<file path="src/rtl/calc_input_ctrl.sv">
// calc_input_ctrl: debounced two-operand entry and single-cycle ALU compute with display strobe
module calc_input_ctrl #(
  parameter int WIDTH           = 16,
  parameter int DEBOUNCE_CYCLES = 1024
) (
  input  logic             clk,
  input  logic             rst,
  input  logic [WIDTH-1:0] sw,
  input  logic [1:0]       opSel,
  input  logic             btnEnter,
  output logic [WIDTH-1:0] result,
  output logic             displayResult,
  output logic             carry,
  output logic [1:0]       state
);
  localparam int CW = $clog2(DEBOUNCE_CYCLES);
  typedef enum logic [1:0] {WAIT_A = 2'b00, WAIT_B = 2'b01, COMPUTE = 2'b10, SHOW = 2'b11} state_t;
  state_t            state_q, state_d;
  logic [1:0]        sync_q, sync_d;
  logic              btn_db_q, btn_db_d;
  logic [CW-1:0]     db_cnt_q, db_cnt_d;
  logic              press_q, press_d;
  logic [WIDTH-1:0]  a_q, a_d, b_q, b_d, result_q, result_d;
  logic              carry_q, carry_d, disp_q, disp_d;
  logic              mism, done;
  logic [WIDTH:0]    sum, dif, op_res;
  // Synchronizer, debouncer and press edge detect; press is set on the edge btn_db rises
  always_comb begin
    sync_d   = {sync_q[0], btnEnter};
    mism     = sync_q[1] ^ btn_db_q;
    done     = mism && (db_cnt_q == CW'(DEBOUNCE_CYCLES - 1));
    btn_db_d = done ? ~btn_db_q : btn_db_q;
    db_cnt_d = (mism && !done) ? db_cnt_q + 1'b1 : '0;
    press_d  = done & ~btn_db_q;
  end
  // Operand capture, compute and strobe sequencing
  always_comb begin
    state_d  = state_q;
    a_d      = a_q;
    b_d      = b_q;
    result_d = result_q;
    carry_d  = carry_q;
    disp_d   = 1'b0;
    sum      = {1'b0, a_q} + {1'b0, b_q};
    dif      = {1'b0, a_q} - {1'b0, b_q};
    op_res   = opSel == 2'b00 ? sum :
               opSel == 2'b01 ? dif :
               opSel == 2'b10 ? {1'b0, a_q & b_q} : {1'b0, a_q ^ b_q};
    case (state_q)
      WAIT_A: if (press_q) begin
        a_d      = sw;
        result_d = sw;
        disp_d   = 1'b1;
        state_d  = WAIT_B;
      end
      WAIT_B: if (press_q) begin
        b_d      = sw;
        result_d = sw;
        disp_d   = 1'b1;
        state_d  = COMPUTE;
      end
      COMPUTE: begin
        {carry_d, result_d} = op_res;
        disp_d              = 1'b1;
        state_d             = SHOW;
      end
      default: if (press_q) state_d = WAIT_A;
    endcase
  end
  // State registers with asynchronous reset
  always_ff @(posedge clk or posedge rst) begin
    if (rst) begin
      state_q  <= WAIT_A;
      sync_q   <= '0;
      btn_db_q <= 1'b0;
      db_cnt_q <= '0;
      press_q  <= 1'b0;
      a_q      <= '0;
      b_q      <= '0;
      result_q <= '0;
      carry_q  <= 1'b0;
      disp_q   <= 1'b0;
    end else begin
      state_q  <= state_d;
      sync_q   <= sync_d;
      btn_db_q <= btn_db_d;
      db_cnt_q <= db_cnt_d;
      press_q  <= press_d;
      a_q      <= a_d;
      b_q      <= b_d;
      result_q <= result_d;
      carry_q  <= carry_d;
      disp_q   <= disp_d;
    end
  end
  assign result        = result_q;
  assign displayResult = disp_q;
  assign carry         = carry_q;
  assign state         = state_q;
endmodule

</file>
<file path="config.mk">
export PLATFORM = sky130hd
export DESIGN_NAME = calc_input_ctrl
export DESIGN_NICKNAME = d
export VERILOG_FILES = /design/src/rtl/calc_input_ctrl.sv
export SDC_FILE = /design/constraint.sdc
export NUM_CORES = 1
export LEC_CHECK = 0
export BUFFER_PORTS_ARGS = -buffer_cell sky130_fd_sc_hd__buf_2
export CORE_AREA = 2 2 98 100
export CTS_BUF_LIST = sky130_fd_sc_hd__clkbuf_4 sky130_fd_sc_hd__clkbuf_8 sky130_fd_sc_hd__clkbuf_16
export DETAILED_ROUTE_END_ITERATION = 10
export DIE_AREA = 0 0 100 102
export PLACE_DENSITY = 0.79
export SKIP_LAST_GASP = 1
export SLEW_MARGIN = 20
export SYNTH_ARGS = -nofsm -noshare
export SYNTH_HDL_FRONTEND = slang
export SYNTH_SLANG_ARGS = --single-unit
</file>
<file path="constraint.sdc">
create_clock -name clk -period 2.5 [get_ports clk]
set_input_delay 0.25 -clock clk [delete_from_list [all_inputs] [get_ports clk]]
set_output_delay 0.25 -clock clk [all_outputs]
set_load 0.005 [all_outputs]
</file>
# --- Word level (Yosys, flattened, before mapping) ---
# Index checks and enable logic that the tools add are counted.
# W data, S select, Z words.
totals:
  word_cells: 50
  output_inout_bits: 20
  regBits: 66
  input_bits: 21
classes:
  eq_ne: 8
  bitwise: 5
  reduce_logical: 12
  mux: 12
  addsub: 3
op_table:
  columns: ["cell", "count"]
  rows:
  - ["$mux W17", 2]
  - ["$mux W16", 2]
  - ["$pmux W16 S2", 1]
  - ["$add A16 B16 Y17", 1]
  - ["$sub A16 B16 Y17", 1]
  - ["$and A16 B16 Y16", 1]
  - ["$xor A16 B16 Y16", 1]
  - ["$add A10 B1 Y10 const B", 1]
  - ["$eq A10 B10 Y1 const B", 1]
  - ["$mux W10", 1]
  - ["$mux W2", 3]
  - ["$pmux W2 S3", 1]
  - ["$reduce_and A2 Y1", 3]
  - ["$eq A2 B1 Y1 const B", 2]
  - ["$eq A2 B2 Y1 const B", 2]
  - ["$logic_not A2 Y1", 2]
  - ["$ne A2 B2 Y1 const B", 2]
  - ["$reduce_bool A2 Y1", 2]
  - ["$reduce_and A3 Y1", 1]
  - ["$logic_and A1 B1 Y1", 2]
  - ["$ne A2 B1 Y1 const B", 1]
  - ["$pmux W1 S2", 1]
  - ["$reduce_or A2 Y1", 1]
  - ["$and A1 B1 Y1", 1]
  - ["other kinds (4)", 4]

# --- Depth between registers and ports, before layout ---
logic_depth:
  word_depth: 5
  depth_mapped: 10
  mapped_depth_nobuf: 10

# --- Worst setup path after synthesis ---
# OpenSTA, ideal clock, no wires.
synth_timing:
  path_type: "reg2reg"
  start: "register a_q[0]"
  end: "register result_q[14], in the netlist result[14]"
  synth_period_minus_slack_ns: 2.278
  path_buffers: 0
  required_ns: 2.377
  stages_incl_launch_ff: 10
  t_arrival_ns: 2.155
  path_slack_ns: 0.222
  setup_time_ns: 0.123
  cell_sequence: "dfrtp_1 ha_1 fa_1 nand2b_4 a211oi_2 o21ba_2 a21oi_2 xor2_1 a211o_1 o221a_1"
synth_via:
  elab_chain_cells: 4
  word_cells_on_any_way: 5
  classes_between: "add/sub (2); mux (3)"
synth_rtl:
  columns: ["element", "line_no", "source"]
  rows:
  - ["start: declaration", "23", "logic [WIDTH-1:0] a_q, a_d, b_q, b_d, result_q, result_d;"]
  - ["start signal: assignment", "78", "a_q <= '0;"]
  - ["start signal: assignment", "89", "a_q <= a_d;"]
  - ["$sub A16 B16 Y17", "45", "dif = {1'b0, a_q} - {1'b0, b_q};"]
  - ["$mux W17", "47", "opSel == 2'b01 ? dif :"]
  - ["$mux W17 *", "46", "op_res = opSel == 2'b00 ? sum :"]
  - ["$pmux W16 S2 *", "49", "case (state_q)"]
  - ["end signal: assignment", "91", "result_q <= result_d;"]
  - ["end: declaration", "23", null]
# Mark *: on every way between the ends. The rest lies on a longest branch, timed or not.
# A chain may end at the register's enable or synchronous reset.

# --- Worst setup path after layout ---
layout_timing:
  start: "register a_q[1]"
  end: "register result_q[9], in the netlist result[9]"
# The elaborated chain is that of the path after synthesis.

==> run_results.csv <==
group,metric,value,unit
outcome,status,"finished, final reports clean",
min_path,hp-class,"in -> reg",
yosys,synth_edf_count,0,
yosys,syn_avg_cell_area,8.99,um2
yosys,post-synth-top-count-cell,"dfrtp_1",
yosys,synth.area.top_cells,"dfrtp_1, ha_1, mux2_2",
global_routing,globalRouteOverflowTotal,0,
timing,fmax,404,MHz
route,viasPerCell,6.03,
route,drc,0,
power,p_per_area,489,nW/um2
critical_path,max_stage_delay,0.45,ns
cells_and_area,nFillCells,785,
critical_path,arrival,2.73,ns
timing,final_hold_viol_count,0,
timing,rsz0062_at_grt,"yes",
route,routedWlPerCell,18.5,um
power,p_leak,0.00252,uW
cells_and_area,final_cells,716,
global_routing,grt_max_degree,42,
yosys,synthArstFlopShare,1.00,
job,drv_cap,0,
timing,slew_headroom,0.601,
yosys,ys_seq_area_frac,0.339,
placement,dp_hpwl,9590,um
timing,finalCriticalPeriod,2.47,ns
clock_network,clk_latency,0.36,ns
clock_network,root_buffer,"clkbuf_8",
timing,setup_violations,0,
critical_path,end_kind,"flop",
route,wl,13200,um
global_routing,grt.total_usage,0.268,
critical_path,worstPathCellList,"ha_1 > nand2b_4 > a2111o_1 > nand2_1 > o221ai_2 > and3_4 > and3_1 > o31a_1",
die,fp.dieH,102,um
clock_network,cts.sinks,66,
global_routing,grt_pass1_vias,4238,
route,ant_nets,0,
yosys,synth_seq_cells,66,
route,drt-pass1-iter-count,6,
cells_and_area,final_area,5620,um2
yosys,netlist_area,4870,um2
cells_and_area,antenna_cells,0,
timing,period_share,0.990,
clock_network,cts_tree,"yes",
critical_path,critPathKind,"reg -> reg",
timing,final_max_slew_viol_count,0,
die,io_pins,41,
yosys,ys_types,72,
clock_network,path_clk_slew,0.08,ns
die,core,9110,um2
timing,holdWs,0.140,ns
clock_network,cts-buffers-inserted,9,
timing,max_slew.worst_pin.slew,0.597,ns
yosys,synth_cells,541,
yosys,ys_top_cells_by_count,"dfrtp_1, nor2_1, nand2_1, a21oi_1, mux2_2",
critical_path,critPathMaxFanout,5,
yosys,synth_nets,600,
global_routing,antenna_found_initial,0,
die,start_util,0.534,
clock_network,clk_path_buf_depth,2,
die,die_w,100,um
route,num_vias,4319,
die,dieArea,10200,um2
yosys,yosysWarnings,0,
placement,placedCellCount,697,
cells_and_area,syn_to_final_growth,15.5,%
placement,gp_congestion,1.02,
route,drt_iter0_drc,381,
yosys,synthFlopType,"dfrtp_1",
placement,dpl_cell_area,5340,um2
critical_path,worst_path_max_delay_cell,"dfrtp_1",
cells_and_area,multi_input_area,2990,um2
cells_and_area,regArea,1650,um2
critical_path,cp-start-kind,"flop",
clock_network,cts_htree_levels,3,
cells_and_area,layout.nets,659,
timing,clock_skew,0.00959,ns
cells_and_area,drive_gt1_frac,0.274,
critical_path,cp.required,2.75,ns
power,peakVddDrop,0.361,mV
placement,portBuffers,40,
yosys,synth_top_cell_by_area,"dfrtp_1",
global_routing,grt_first_pass_wirelength,21200,um
yosys,synth_top_area_share,0.339,
die,row_count,35,
routing by layer:
metal	up-vias	routed length, um	global-route usage
li1	2026	-	-
met1	2107	5680	0.343
met2	152	6490	0.456
met3	34	746	0.0458
met4	0	303	0.102
met5	-	0	0
power breakdown:
part	switching (uW)	total [uW]	internal [uW]
logic	381	664	283
clock network	464	954	490
registers	30.5	1130	1100
worst paths after layout:
check	start	to	slack [ns]	depth (start not counted)
max in group asynchronous	rst	b_q[11]	1.38	4
min in group asynchronous	rst	db_cnt_q[1]	0.50	3
max	a_q[1]	result[9]	0.03	8
min	sw[2]	a_q[2]	0.14	2
min reg2reg	sync_q[0]	sync_q[1]	0.36	0
max reg2reg	a_q[1]	result[9]	0.03	8
registers in the layout, indices dropped and copies added (netlist names), 2 cells and up:
name	cells
state	2
db_cnt_q	10
result	16
a_q	16
b_q	16
sync_q	2
area by class of cell:
type                    count  area share
multi-input cells         408       0.532
clock inverters             6      0.0116
repair buffers             77      0.0881
well taps                 111      0.0247
inverters                  38      0.0254
clock buffers              10      0.0245
flip-flops and latches     66       0.294
timing repair:
action                                  CTS  global route
resized for setup                         1            11
hold buffers                              2             0
endpoints found under the hold margin    26             0
setup buffers                             0             1
endpoints found under the setup margin    1             9
pin swaps                                 0             7
metrics by stage:
stage / power (uW) / setup TNS [ns] / worst slack, ns / utilization
floorplan: 1590 / 0 / 0.222 / -
global placement: 1770 / 0 / 0.0950 / 0.586
detailed placement: 1780 / 0 / 0.0211 / 0.586
CTS: 2740 / 0 / 0.00649 / 0.611
global route: 2860 / -0.241 / -0.106 / 0.617
finish: 2750 / 0 / 0.0254 / 0.617
layout by cell type, fill, tap and decap left out, types with 7 or more instances in the layout:
master    count
a21oi_1      41
buf_2        40
buf_4        34
clkbuf_8     10
dfrtp_1      65
ha_1         33
inv_1        35
mux2_2       38
nand2_1      48
nand2b_1      7
nand3_1      16
nor2_1       53
nor3_1        9
o21ai_0      30
xnor2_1      10
kinds of logic (layout without fill, tap and decap cells):
family / after synthesis / in the layout / share of synthesized area
simple gates: 167 / 167 / 0.165
fa+ha+maj: 38 / 38 / 0.101
buf+inv: 67 / 131 / 0.0563
compound gates: 143 / 143 / 0.207
mux: 44 / 44 / 0.103
xor+xnor: 16 / 16 / 0.0288
flops: 66 / 66 / 0.339
worst max-delay path: cells and delay by family, from the launching register on:
kind / cells / cell delay (ns)
DFF: 1 / 0.45
adders and majority gates: 1 / 0.36
AOI/OAI and AO/OA: 3 / 0.84
and+or+nand+nor: 4 / 0.71
No activity file was read; power rests on OpenSTA's default activity.
